**src/rtl/debug_cmd_ctrl.sv**
```systemverilog
// Debug command sequencer between the UART byte stream and the BIP core:
// program loads, CPU run-until-halt supervision and data-word readback.
module debug_cmd_ctrl #(
    parameter int         ADDR_W    = 11,
    parameter int         DATA_W    = 16,
    parameter logic [7:0] CMD_START = 8'h01,
    parameter logic [7:0] CMD_PM    = 8'h02,
    parameter logic [7:0] CMD_READ  = 8'h04
) (
    input  logic              clk,
    input  logic              reset,
    input  logic [7:0]        rx_data,
    input  logic              rx_done,
    input  logic              tx_done,
    output logic [7:0]        tx_data,
    output logic              tx_start,
    output logic              pm_we,
    output logic [ADDR_W-1:0] pm_addr,
    output logic [DATA_W-1:0] pm_wdata,
    output logic              cpu_en,
    input  logic              cpu_halt,
    output logic [ADDR_W-1:0] dm_addr,
    input  logic [DATA_W-1:0] dm_rdata,
    output logic              busy
);

    typedef enum logic [3:0] {
        S_IDLE,
        S_PM_A0,
        S_PM_A1,
        S_PM_D0,
        S_PM_D1,
        S_PM_WR,
        S_RUN,
        S_RD_A0,
        S_RD_A1,
        S_RD_WAIT,
        S_RD_LATCH,
        S_TX_LO,
        S_TXW_LO,
        S_TX_HI,
        S_TXW_HI
    } state_t;

    state_t            r_state;
    state_t            w_next;

    logic [ADDR_W-1:0] r_pm_addr;
    logic [DATA_W-1:0] r_pm_wdata;
    logic [ADDR_W-1:0] r_dm_addr;
    logic [7:0]        r_rd_lo;
    logic [7:0]        r_word_hi;
    logic [7:0]        r_tx_data;

    logic              w_pm_we;
    logic              w_cpu_en;
    logic              w_tx_start;
    logic              w_busy;

    always_ff @(posedge clk or posedge reset) begin
        if (reset) begin
            r_state <= S_IDLE;
        end else begin
            r_state <= w_next;
        end
    end

    always_comb begin
        w_next = r_state;
        unique case (r_state)
            S_IDLE: begin
                if (rx_done) begin
                    if (rx_data == CMD_PM) begin
                        w_next = S_PM_A0;
                    end else if (rx_data == CMD_START) begin
                        w_next = S_RUN;
                    end else if (rx_data == CMD_READ) begin
                        w_next = S_RD_A0;
                    end
                end
            end
            S_PM_A0:    if (rx_done) w_next = S_PM_A1;
            S_PM_A1:    if (rx_done) w_next = S_PM_D0;
            S_PM_D0:    if (rx_done) w_next = S_PM_D1;
            S_PM_D1:    if (rx_done) w_next = S_PM_WR;
            S_PM_WR:    w_next = S_IDLE;
            S_RUN:      if (cpu_halt) w_next = S_IDLE;
            S_RD_A0:    if (rx_done) w_next = S_RD_A1;
            S_RD_A1:    if (rx_done) w_next = S_RD_WAIT;
            S_RD_WAIT:  w_next = S_RD_LATCH;
            S_RD_LATCH: w_next = S_TX_LO;
            // tx_done is not looked at while tx_start is high
            S_TX_LO:    w_next = S_TXW_LO;
            S_TXW_LO:   if (tx_done) w_next = S_TX_HI;
            S_TX_HI:    w_next = S_TXW_HI;
            S_TXW_HI:   if (tx_done) w_next = S_IDLE;
            default:    w_next = S_IDLE;
        endcase
    end

    always_comb begin
        w_pm_we    = 1'b0;
        w_cpu_en   = 1'b0;
        w_tx_start = 1'b0;
        w_busy     = (r_state != S_IDLE);
        unique case (r_state)
            S_PM_WR: w_pm_we    = 1'b1;
            S_RUN:   w_cpu_en   = 1'b1;
            S_TX_LO: w_tx_start = 1'b1;
            S_TX_HI: w_tx_start = 1'b1;
            default: ;
        endcase
    end

    always_ff @(posedge clk or posedge reset) begin
        if (reset) begin
            r_pm_addr  <= '0;
            r_pm_wdata <= '0;
            r_dm_addr  <= '0;
            r_rd_lo    <= '0;
            r_word_hi  <= '0;
            r_tx_data  <= '0;
        end else begin
            unique case (r_state)
                S_PM_A0: begin
                    if (rx_done) r_pm_addr[7:0] <= rx_data;
                end
                S_PM_A1: begin
                    if (rx_done) begin
                        r_pm_addr[ADDR_W-1:8] <= rx_data[ADDR_W-9:0];
                    end
                end
                S_PM_D0: begin
                    if (rx_done) r_pm_wdata[7:0] <= rx_data;
                end
                S_PM_D1: begin
                    if (rx_done) begin
                        r_pm_wdata[DATA_W-1:8] <= rx_data[DATA_W-9:0];
                    end
                end
                S_RD_A0: begin
                    if (rx_done) r_rd_lo <= rx_data;
                end
                S_RD_A1: begin
                    if (rx_done) begin
                        r_dm_addr <= {rx_data[ADDR_W-9:0], r_rd_lo};
                    end
                end
                S_RD_LATCH: begin
                    // low byte goes straight out, high byte waits its turn
                    r_tx_data <= dm_rdata[7:0];
                    r_word_hi <= dm_rdata[15:8];
                end
                S_TXW_LO: begin
                    if (tx_done) r_tx_data <= r_word_hi;
                end
                default: ;
            endcase
        end
    end

    assign tx_data  = r_tx_data;
    assign tx_start = w_tx_start;
    assign pm_we    = w_pm_we;
    assign pm_addr  = r_pm_addr;
    assign pm_wdata = r_pm_wdata;
    assign cpu_en   = w_cpu_en;
    assign dm_addr  = r_dm_addr;
    assign busy     = w_busy;

endmodule

```
**config.mk**
```make
export PLATFORM = sky130hd
export DESIGN_NAME = debug_cmd_ctrl
export DESIGN_NICKNAME = d
export VERILOG_FILES = /design/src/rtl/debug_cmd_ctrl.sv
export SDC_FILE = /design/constraint.sdc
export NUM_CORES = 1
export LEC_CHECK = 0
export ABC_AREA = 1
export BUFFER_PORTS_ARGS = -buffer_cell sky130_fd_sc_hd__buf_2
export CORE_MARGIN = 2
export CORE_UTILIZATION = 35
export CTS_CLUSTER_DIAMETER = 100
export DETAILED_ROUTE_END_ITERATION = 7
export GPL_TIMING_DRIVEN = 1
export PLACE_DENSITY = 0.65
export SLEW_MARGIN = 30
export SYNTH_ARGS = -nofsm -noshare
export SYNTH_HDL_FRONTEND = slang
export SYNTH_SLANG_ARGS = --single-unit
```
**constraint.sdc**
```tcl
create_clock -name clk -period 1.6 [get_ports clk]
set_clock_uncertainty 0.1 [all_clocks]
set_input_delay 0 -clock clk [delete_from_list [all_inputs] [get_ports clk]]
set_output_delay 0 -clock clk [all_outputs]
set_load 0.05 [all_outputs]
```
==> run_results.csv, run 1 <==
group,metric,value,unit
run_status,status,"complete, no violations",
synthesis,synth_compound_area_share,9.14,%
floorplan,rows,32,
synthesis,synth_mux_area_share,6.45,%
cts,cts.path.max_buffers,2,
detailed_routing,num_vias,2568,
floorplan,die_h,93.3,um
placement,gp_congestion,0.923,
setup_path,endpoint_kind,"register",
synthesis,synth_top_family_by_area,"simple AND/OR/NAND/NOR gates",
final_layout,final_common_cell,"nand2_1",
final_layout,layout.nets,461,
detailed_routing,wl,7730,um
synthesis,synth_area_per_cell,9.19,um2
cts,cts_tree,"yes",
final_layout,nFillCells,702,
synthesis,yosysWarningCount,0,
sta,worst_hold_slack,0.0105,ns
synthesis,yosys.area_share.xor_xnor,0.313,%
setup_path,critPathRequiredTime,1.76,ns
final_layout,drive_above_1_share,35.2,%
synthesis,synthSimpleGateAreaFrac,20.9,%
placement,place_ws,-0.0347,ns
grt,gr-total-overflow,0,
grt,groute.usage.overall,18.4,%
detailed_routing,drt_iter0_markers,178,
sta,hold_viol,0,
synthesis,synthesis.nets,333,
placement,place_inst,496,
setup_path,crit_type,"register to register",
final_layout,mostFrequentLayoutCells,"nand2_1, buf_2, dfrtp_1",
sta,tightestPinTransition,0.405,ns
floorplan,die_area,8710,um2
synthesis,yosys.area_share.adder,0,%
synthesis,synthesis.area,2790,um2
placement,port_buffers,78,
synthesis,ys_seq_area_share,59.1,%
detailed_routing,drtPass1Iterations,4,
setup_path,critPathLaunchType,"register",
sta,final.setup.worst_slack,0.0286,ns
cts,clock_sinks,66,
floorplan,fp.coreArea,7730,um2
cts,path_clk_slew,0.08,ns
sta,clock.fmax,0.636,GHz
setup_path,path_max_fanout,16,
sta,period_minus_slack,1.57,ns
detailed_routing,wl_per_cell,14.3,um
power,ir_drop,1.40,mV
detailed_routing,drtAntennaViolNets,0,
floorplan,die_x,93.3,um
floorplan,start_util,36.2,%
flow_run,cap_violations,0,
final_layout,num_antenna_cells,0,
synthesis,synth_seq_cells,66,
sta,period_share,98.2,%
power,leakage,0.00206,uW
grt,grt_pass1_wl,12100,um
grt,antenna_found_initial,0,
synthesis,synthTopCellsByArea,"dfrtp_1, nand2_1, o21ai_0",
final_layout,seqCellArea,1650,um2
cts,insertion_delay,0.35,ns
cts,cts_max_level,3,
hold_path,hp-class,"primary input to register",
detailed_routing,via_per_inst,4.76,
floorplan,io_pins,79,
placement,dp_hpwl,5220,um
synthesis,yosys.area.top_type,"dfrtp_1",
synthesis,yosysUniqueCellTypes,19,
cts,root_buffer,"clkbuf_8",
power,pwr_density_cell,2220,nW/um2
setup_path,rrSetupSlack,0.03,ns
final_layout,multi_input_area,1100,um2
final_layout,fin_cells,539,
sta,rsz0062_at_grt,"yes",
sta,setup_viol,0,
sta,fin_tns_setup,0,ns
detailed_routing,drc_errors,0,
sta,relSlewSlack,73.0,%
grt,grt_max_degree,51,
setup_path,arrival,1.73,ns
grt,first_global_vias,2434,
synthesis,synthCells,304,
cts,cts_buffers,9,
synthesis,synthDominantCellAreaShare,59.1,%
final_layout,areaGrowthSynthToFinish,44.3,%
sta,slew_viol_final,0,
==> cell type report <==
type	instances	area share, %
repair buffers	125	21.0
clock buffers	9	3.07
clock inverters	7	2.54
inverters	19	1.99
multi-input cells	211	27.2
well taps	102	3.17
flip-flops and latches	66	41.0
==> worst paths after layout <==
path / start / to / cells after the start
min reg2reg: pm_addr[3] / pm_addr[3] / 2
min in group asynchronous: reset / r_rd_lo[2] / 3
max reg2reg: r_state[2] / tx_data[4] / 7
min: rx_data[2] / r_rd_lo[2] / 3
max in group asynchronous: reset / r_state[2] / 4
max: r_state[2] / tx_data[4] / 7
==> flip-flops by register name (all words and copies together) (netlist names) <==
signal and count:
pm_wdata 16, dm_addr 11, pm_addr 11, r_rd_lo 8
r_word_hi 8, tx_data 8, r_state 4
==> report_power, final <==
group          internal [uW]  total [uW]  switching [uW]
clock network            890        1590             698
logic                   1310        4480            3170
registers               2420        2870             454
total                   4620        8940            4320
==> routing by layer <==
layer / up-vias / wire length [um] / track usage [%]
met4: 0 / 152 / 7.60
met1: 1227 / 3370 / 24.9
met5: - / 0 / 0
li1: 1257 / - / -
met3: 13 / 367 / 4.59
met2: 71 / 3850 / 28.2
==> per-stage QoR <==
step	power, uW	area (um2)	utilization, %
6_report	8940	4030	52.2
5_1_grt	9460	4030	52.2
4_1_cts	8770	3920	50.8
3_5_place_dp	7100	3450	44.7
3_3_place_gp	7020	3450	44.7
2_1_floorplan	5890	2810	-
==> cell families after synthesis <==
group           count (synthesis)
simple gates                  144
flops                          66
compound gates                 49
buf+inv                        28
mux                            16
xor+xnor                        1
==> synth_stat cells <==
library cell and count:
clkbuf_1 4, nor3_1 1, o21ai_0 40, nor2_1 27, a31oi_1 8, buf_2 4, nand3_1 16, inv_1 15
mux2_2 12, nand2_2 2, nand4_1 5, mux2_1 4, dfrtp_1 66, inv_2 4, o21ai_1 1, buf_4 1
nand2_1 91, xor2_1 1, nor2_2 2
==> critical path, stage by stage, from the launching register on <==
cell	delay, ns
dfrtp_2	0.45
buf_4	0.14
nand2_1	0.08
inv_4	0.11
nand3_1	0.18
nand2_8	0.16
nor2_1	0.07
a31oi_1	0.19
==> timing repair <==
action,in CTS,in global routing
endpoints found under the setup margin,19,19
setup buffers,0,4
hold endpoints to repair,102,0
hold buffers,22,0
pin swaps,0,2
gates cloned,0,1
gates resized for setup,8,23
(Power assumes the default switching activity.)
==> run 2: changes to the inputs <==
--- a/config.mk
+++ b/config.mk
@@ -12,6 +12,7 @@
 export CTS_CLUSTER_DIAMETER = 100
 export DETAILED_ROUTE_END_ITERATION = 7
 export GPL_TIMING_DRIVEN = 1
+export HOLD_SLACK_MARGIN = 0.03
 export PLACE_DENSITY = 0.65
 export SLEW_MARGIN = 30
 export SYNTH_ARGS = -nofsm -noshare
==> constraint.sdc (replaced) <==
create_clock -name clk -period 1.3 [get_ports clk]
set_clock_uncertainty 0.1 [all_clocks]
set_input_delay 0 -clock clk [delete_from_list [all_inputs] [get_ports clk]]
set_output_delay 0 -clock clk [all_outputs]
set_load 0.05 [all_outputs]
==> run 2 against run 1 <==
Net effect:
- the flow now finishes with violations (setup timing)
- global-route usage increased by 2.1 points
- clock power grew 15%
- non-clock buffer count rose by 32
- flip-flop and latch count unchanged
- first-iteration DRC count fell by 16%
- total power is 45% higher
- worst setup slack got worse by 0.30 ns
- sequential share of layout area down 7.1 points
- utilization grew 11 points
- largest cell class unchanged
==> run_results.csv, run 2 (same netlist as run 1, synthesis figures left out) <==
group,metric,value,unit
run_status,status,"finished, violations left",
run_status,violations,"setup timing",
floorplan,start_util,36.2,%
detailed_routing,wl,9240,um
final_layout,layout.nets,497,
detailed_routing,drc_errors,0,
placement,dp_hpwl,5360,um
setup_path,r2r-start,"r_state[2]",
power,p_seq_share,28.7,%
detailed_routing,via_per_inst,4.95,
final_layout,largest_reg_flops,16,
placement,place_ws,-0.240,ns
cts,clock_sinks,66,
grt,antenna_found_initial,0,
sta,hold_viol,0,
floorplan,fp.coreArea,7730,um2
cts,root_buffer,"clkbuf_8",
final_layout,mostFrequentLayoutCells,"buf_2, dfrtp_1, nand2_1",
final_layout,drive_above_1_share,52.4,%
setup_path,endpoint_kind,"register",
grt,groute.usage.overall,20.5,%
cts,cts_max_level,3,
hold_path,hp-class,"primary input to asynchronous set/reset pin",
setup_path,path_max_fanout,4,
placement,place_inst,505,
floorplan,die_x,93.3,um
sta,clock.fmax,0.634,GHz
setup_path,critPathMostFrequentCell,"nand2_1",
sta,setup_viol,70,
sta,relSlewSlack,64.6,%
detailed_routing,num_vias,2857,
setup_path,r2r_cells,9,
cts,cts.path.max_buffers,2,
final_layout,final_common_cell,"buf_2",
power,pwr_density_cell,2650,nW/um2
floorplan,rows,32,
cts,cts_tree,"yes",
detailed_routing,wl_per_cell,16.0,um
cts,path_clk_slew,0.08,ns
floorplan,die_area,8710,um2
grt,gr-total-overflow,0,
detailed_routing,drtPass1Iterations,4,
final_layout,fin_cells,577,
setup_path,reg2reg_to,"r_state[3]",
sta,period_share,121,%
setup_path,critPathRequiredTime,1.43,ns
detailed_routing,drt_iter0_markers,149,
floorplan,die_h,93.3,um
grt,grt_max_degree,42,
final_layout,utilization,63.2,%
power,ir_drop,1.37,mV
power,pwr-share-comb,57.2,%
sta,tightestPinTransition,0.530,ns
sta,period_minus_slack,1.58,ns
grt,grt_pass1_wl,13700,um
power,swShare,48.1,%
cts,cts_buffers,9,
setup_path,critPathLaunchType,"register",
power,switchingPower,6220,uW
detailed_routing,drtAntennaViolNets,0,
setup_path,arrival,1.71,ns
placement,port_buffers,78,
power,internal_power,6700,uW
flow_run,cap_violations,0,
floorplan,io_pins,79,
cts,insertion_delay,0.34,ns
setup_path,crit_type,"register to register",
setup_path,crit_slowest_cell,"dfrtp_2",
sta,slew_viol_final,0,
setup_path,critPathMaxStageDelay,0.47,ns
grt,first_global_vias,2771,
power,leakage,0.00241,uW
final_layout,areaGrowthSynthToFinish,74.9,%
power,clock_power_share,14.1,%
setup_path,rrSetupSlack,-0.28,ns
sta,fin_tns_setup,-11.86,ns
sta,rsz0062_at_grt,"yes",
sta,final.setup.worst_slack,-0.276,ns
placement,gp_congestion,0.961,
setup_path,cp_cell_sequence,"inv_2, nand2_1, nor2_4, nor2_2, nand2_1, nand2_2, buf_6, nand4_1, nand2_1",
==> run 2: timing repair <==
item | CTS | global route
setup endpoints to repair | 70 | 70
buffers inserted | 12 | 8
pin swaps | 8 | 23
endpoints found under the hold margin | 121 | 0
hold buffers | 27 | 0
cloned | 5 | 3
gates resized for setup | 71 | 81
==> run 2: worst max path at each step <==
stage	depth (start not counted)	to	from	slack, ns
6_report	9	r_state[3]	r_state[2]	-0.28
5_1_grt	6	tx_start	r_state[3]	-0.33
4_1_cts	5	r_word_hi[7]	r_state[1]	-0.23
3_5_place_dp	5	dm_addr[0]	r_state[1]	-0.24
3_3_place_gp	5	dm_addr[1]	r_state[1]	-0.19
2_1_floorplan	6	dm_addr[0]	r_state[1]	-0.18
==> run 2: power groups by stage <==
stage          combinational, uW  sequential [uW]  clock [uW]
6_report                    7390             3710        1830
2_1_floorplan               1910             5590           0
5_1_grt                     7810             3820        1950
4_1_cts                     6430             3590        1860
3_5_place_dp                5450             3600           0
3_3_place_gp                5380             3570           0
==> run 2: metrics by stage <==
stage	hold slack (ns)	cell area [um2]	power (uW)
after floorplan	0.0439	2950	7500
after global placement	-0.107	3650	8960
after detailed placement	-0.105	3650	9040
after CTS	0.0424	4530	11900
after global routing	0.0929	4880	13600
final	0.0743	4890	12900
==> run 2: final cells by class <==
class                      count  area, um2
clock buffer                  11        151
clock inverter                 5       60.1
sequential                    66       1660
multi-input combinational    215       1520
tap                          102        128
fill                         568       2840
antenna                        2       5.00
timing repair buffer         157       1270
inverter                      19       92.6
==> run 2: metal layers <==
layer / up-vias / GRT usage [%] / wire length, um
met5: - / 0 / 0
met4: 0 / 8.70 / 192
met3: 17 / 4.27 / 387
met2: 91 / 33.4 / 4820
met1: 1404 / 26.4 / 3840
li1: 1345 / - / -
==> run 2: critical path, delay by kind of cell, from the launching register on <==
family	cells	cell delay [ns]
simple gates	7	0.64
flops	1	0.47
buf+inv	2	0.25
==> run 3: changes to the inputs <==
--- a/config.mk
+++ b/config.mk
@@ -5,7 +5,6 @@
 export SDC_FILE = /design/constraint.sdc
 export NUM_CORES = 1
 export LEC_CHECK = 0
-export ABC_AREA = 1
 export BUFFER_PORTS_ARGS = -buffer_cell sky130_fd_sc_hd__buf_2
 export CORE_MARGIN = 2
 export CORE_UTILIZATION = 35
@@ -13,7 +12,7 @@
 export DETAILED_ROUTE_END_ITERATION = 7
 export GPL_TIMING_DRIVEN = 1
 export HOLD_SLACK_MARGIN = 0.03
-export PLACE_DENSITY = 0.65
+export PLACE_DENSITY = 0.64
 export SLEW_MARGIN = 30
 export SYNTH_ARGS = -nofsm -noshare
 export SYNTH_HDL_FRONTEND = slang
==> run 3 against run 2 <==
Net effect:
- the flow still finishes with violations (setup timing)
- cell area decreased by 5.9%
- total power is 0.35% lower
- cell count shrank 18%
- worst setup slack worse by 0.20 ns
- count of clock-buffer cells in the layout decreased by 1
- area after synthesis increased by 2.6%
- largest power group unchanged
- critical endpoint is now r_state[0]
- synthesized cell count shrank 30%
- global-route usage shrank 2.7 points
- utilization down 6.4 points
- largest cell class unchanged
- critical path type unchanged
==> run_results.csv, run 3 <==
group,metric,value,unit
run_status,status,"finished, violations left",
run_status,violations,"setup timing",
synthesis,synth_edf_count,0,
setup_path,endpoint_kind,"register",
final_layout,utilization,56.8,%
sta,fin_tns_setup,-21.71,ns
power,ir_drop,1.38,mV
grt,antenna_found_initial,0,
detailed_routing,drtAntennaViolNets,0,
synthesis,yosys.area.top_type,"dfrtp_1",
final_layout,final_common_cell,"buf_2",
synthesis,synth_area_per_cell,13.5,um2
synthesis,synthCells,212,
grt,first_global_vias,2367,
final_layout,drive_above_1_share,62.7,%
floorplan,die_h,94.5,um
sta,rsz0062_at_grt,"yes",
placement,port_buffers,78,
synthesis,synth_seq_cells,66,
detailed_routing,wl,7990,um
synthesis,async_flop_share,100,%
final_layout,largest_reg_flops,16,
cts,cts_tree,"yes",
sta,period_share,137,%
cts,path_clk_slew,0.08,ns
placement,dp_hpwl,4980,um
placement,gp_congestion,0.882,
detailed_routing,drt_iter0_markers,52,
synthesis,ys_seq_area_share,57.6,%
final_layout,num_antenna_cells,0,
final_layout,layout.nets,394,
synthesis,synthDominantCellAreaShare,57.6,%
grt,groute.usage.overall,17.7,%
setup_path,path_max_fanout,7,
sta,slew_viol_final,0,
floorplan,die_area,8930,um2
sta,setup_viol,70,
synthesis,synthTopCellsByCount,"dfrtp_1, mux2_2, nand2_1, o21ai_0, mux2i_1",
floorplan,fp.coreArea,8090,um2
power,leakage,0.00218,uW
sta,period_minus_slack,1.78,ns
detailed_routing,via_per_inst,4.81,
final_layout,mostFrequentLayoutCells,"buf_2, dfrtp_1, mux2_2",
power,pwr_density_cell,2800,nW/um2
synthesis,synthesis.nets,241,
synthesis,synthTopCellsByArea,"dfrtp_1, mux2_2, mux2i_1",
detailed_routing,num_vias,2286,
floorplan,io_pins,79,
setup_path,critPathLaunchType,"register",
floorplan,start_util,35.4,%
cts,cts.path.max_buffers,2,
cts,root_buffer,"clkbuf_8",
detailed_routing,wl_per_cell,16.8,um
hold_path,hp-class,"primary input to register",
sta,tightestPinTransition,0.378,ns
grt,grt_pass1_wl,11900,um
cts,cts_buffers,9,
cts,clock_sinks,66,
cts,cts_max_level,3,
sta,final.setup.worst_slack,-0.477,ns
grt,grt_max_degree,67,
flow_run,cap_violations,0,
detailed_routing,drc_errors,0,
setup_path,arrival,1.90,ns
floorplan,rows,33,
synthesis,yosysMostFrequentCell,"dfrtp_1",
synthesis,synth_flop_cell,"dfrtp_1",
synthesis,yosysWarningCount,0,
sta,relSlewSlack,74.6,%
cts,insertion_delay,0.34,ns
power,p_total,12900,uW
sta,hold_viol,0,
floorplan,die_x,94.5,um
synthesis,yosysUniqueCellTypes,41,
sta,clock.fmax,0.563,GHz
setup_path,critPathRequiredTime,1.43,ns
detailed_routing,drtPass1Iterations,4,
final_layout,areaGrowthSynthToFinish,60.3,%
grt,gr-total-overflow,0,
setup_path,crit_type,"register to register",
synthesis,synthesis.area,2870,um2
sta,worst_hold_slack,0.0852,ns
run 3: cell count changes after synthesis, sizes merged, moves of 5 or more:
cell   delta
a21oi     +5
inv      -15
a31oi     -8
nor2     -22
mux2i     +8
mux2     +39
nand2    -80
nand3    -15
o21ai    -28
run 3: final cells by class:
type	count	area, um2
clock buffer	10	128
clock inverter	6	113
fill	701	3490
inverter	4	18.8
multi-input combinational	131	1380
sequential	66	1660
tap	105	131
timing repair buffer	153	1180
run 3: repair_timing:
action / in CTS / in global routing
gates resized for setup: 46 / 34
hold buffers: 26 / 0
endpoints found under the hold margin: 115 / 0
buffers inserted: 5 / 6
endpoints found under the setup margin: 70 / 70
pin swaps: 8 / 9
cloned: 0 / 1
run 3: worst paths after layout:
path / start / depth (start not counted) / slack [ns] / end
worst max-delay path: r_state[1] / 4 / -0.48 / r_state[0]
worst min-delay path: rx_done / 3 / 0.09 / pm_addr[3]
worst max register to register: r_state[1] / 4 / -0.48 / r_state[0]
worst min register to register: tx_data[0] / 2 / 0.39 / tx_data[0]
max in group asynchronous: reset / 4 / 0.62 / r_state[2]
min in group asynchronous: reset / 4 / 0.19 / r_word_hi[2]
run 3: where the power goes:
group	switching [uW]	total, uW	leakage [uW]	internal, uW
sequential	593	3650	0.000824	3050
combinational	4370	7140	0.00124	2770
clock	809	2090	0.000121	1280
total	5770	12900	0.00218	7110
run 3: routing by layer:
layer,up-vias,routed length [um],global-route usage [%]
li1,1071,-,-
met1,1149,3370,22.4
met2,49,4140,28.2
met3,17,284,4.23
met4,0,189,9.54
met5,-,0,0
run 3: logic make-up after synthesis:
kind of cell,synth area share (%)
AOI/OAI and AO/OA,6.02
xor gates and xnor gates,0.305
buffers and inverters,2.49
DFF,57.6
muxes,24.5
and+or+nand+nor,9.08
run 3: metrics by stage:
step,cells,area (um2),setup WS [ns]
2_1_floorplan,212,2940,-0.425
3_3_place_gp,424,3770,-0.449
3_5_place_dp,424,3770,-0.489
4_1_cts,470,4440,-0.450
5_1_grt,475,4600,-0.544
6_report,475,4600,-0.477
run 3: worst max-delay path, stage by stage, from the launching register on:
cell	delay (ns)
dfrtp_2	0.45
or3b_1	0.39
a211oi_2	0.23
nand4bb_4	0.20
mux2_4	0.30
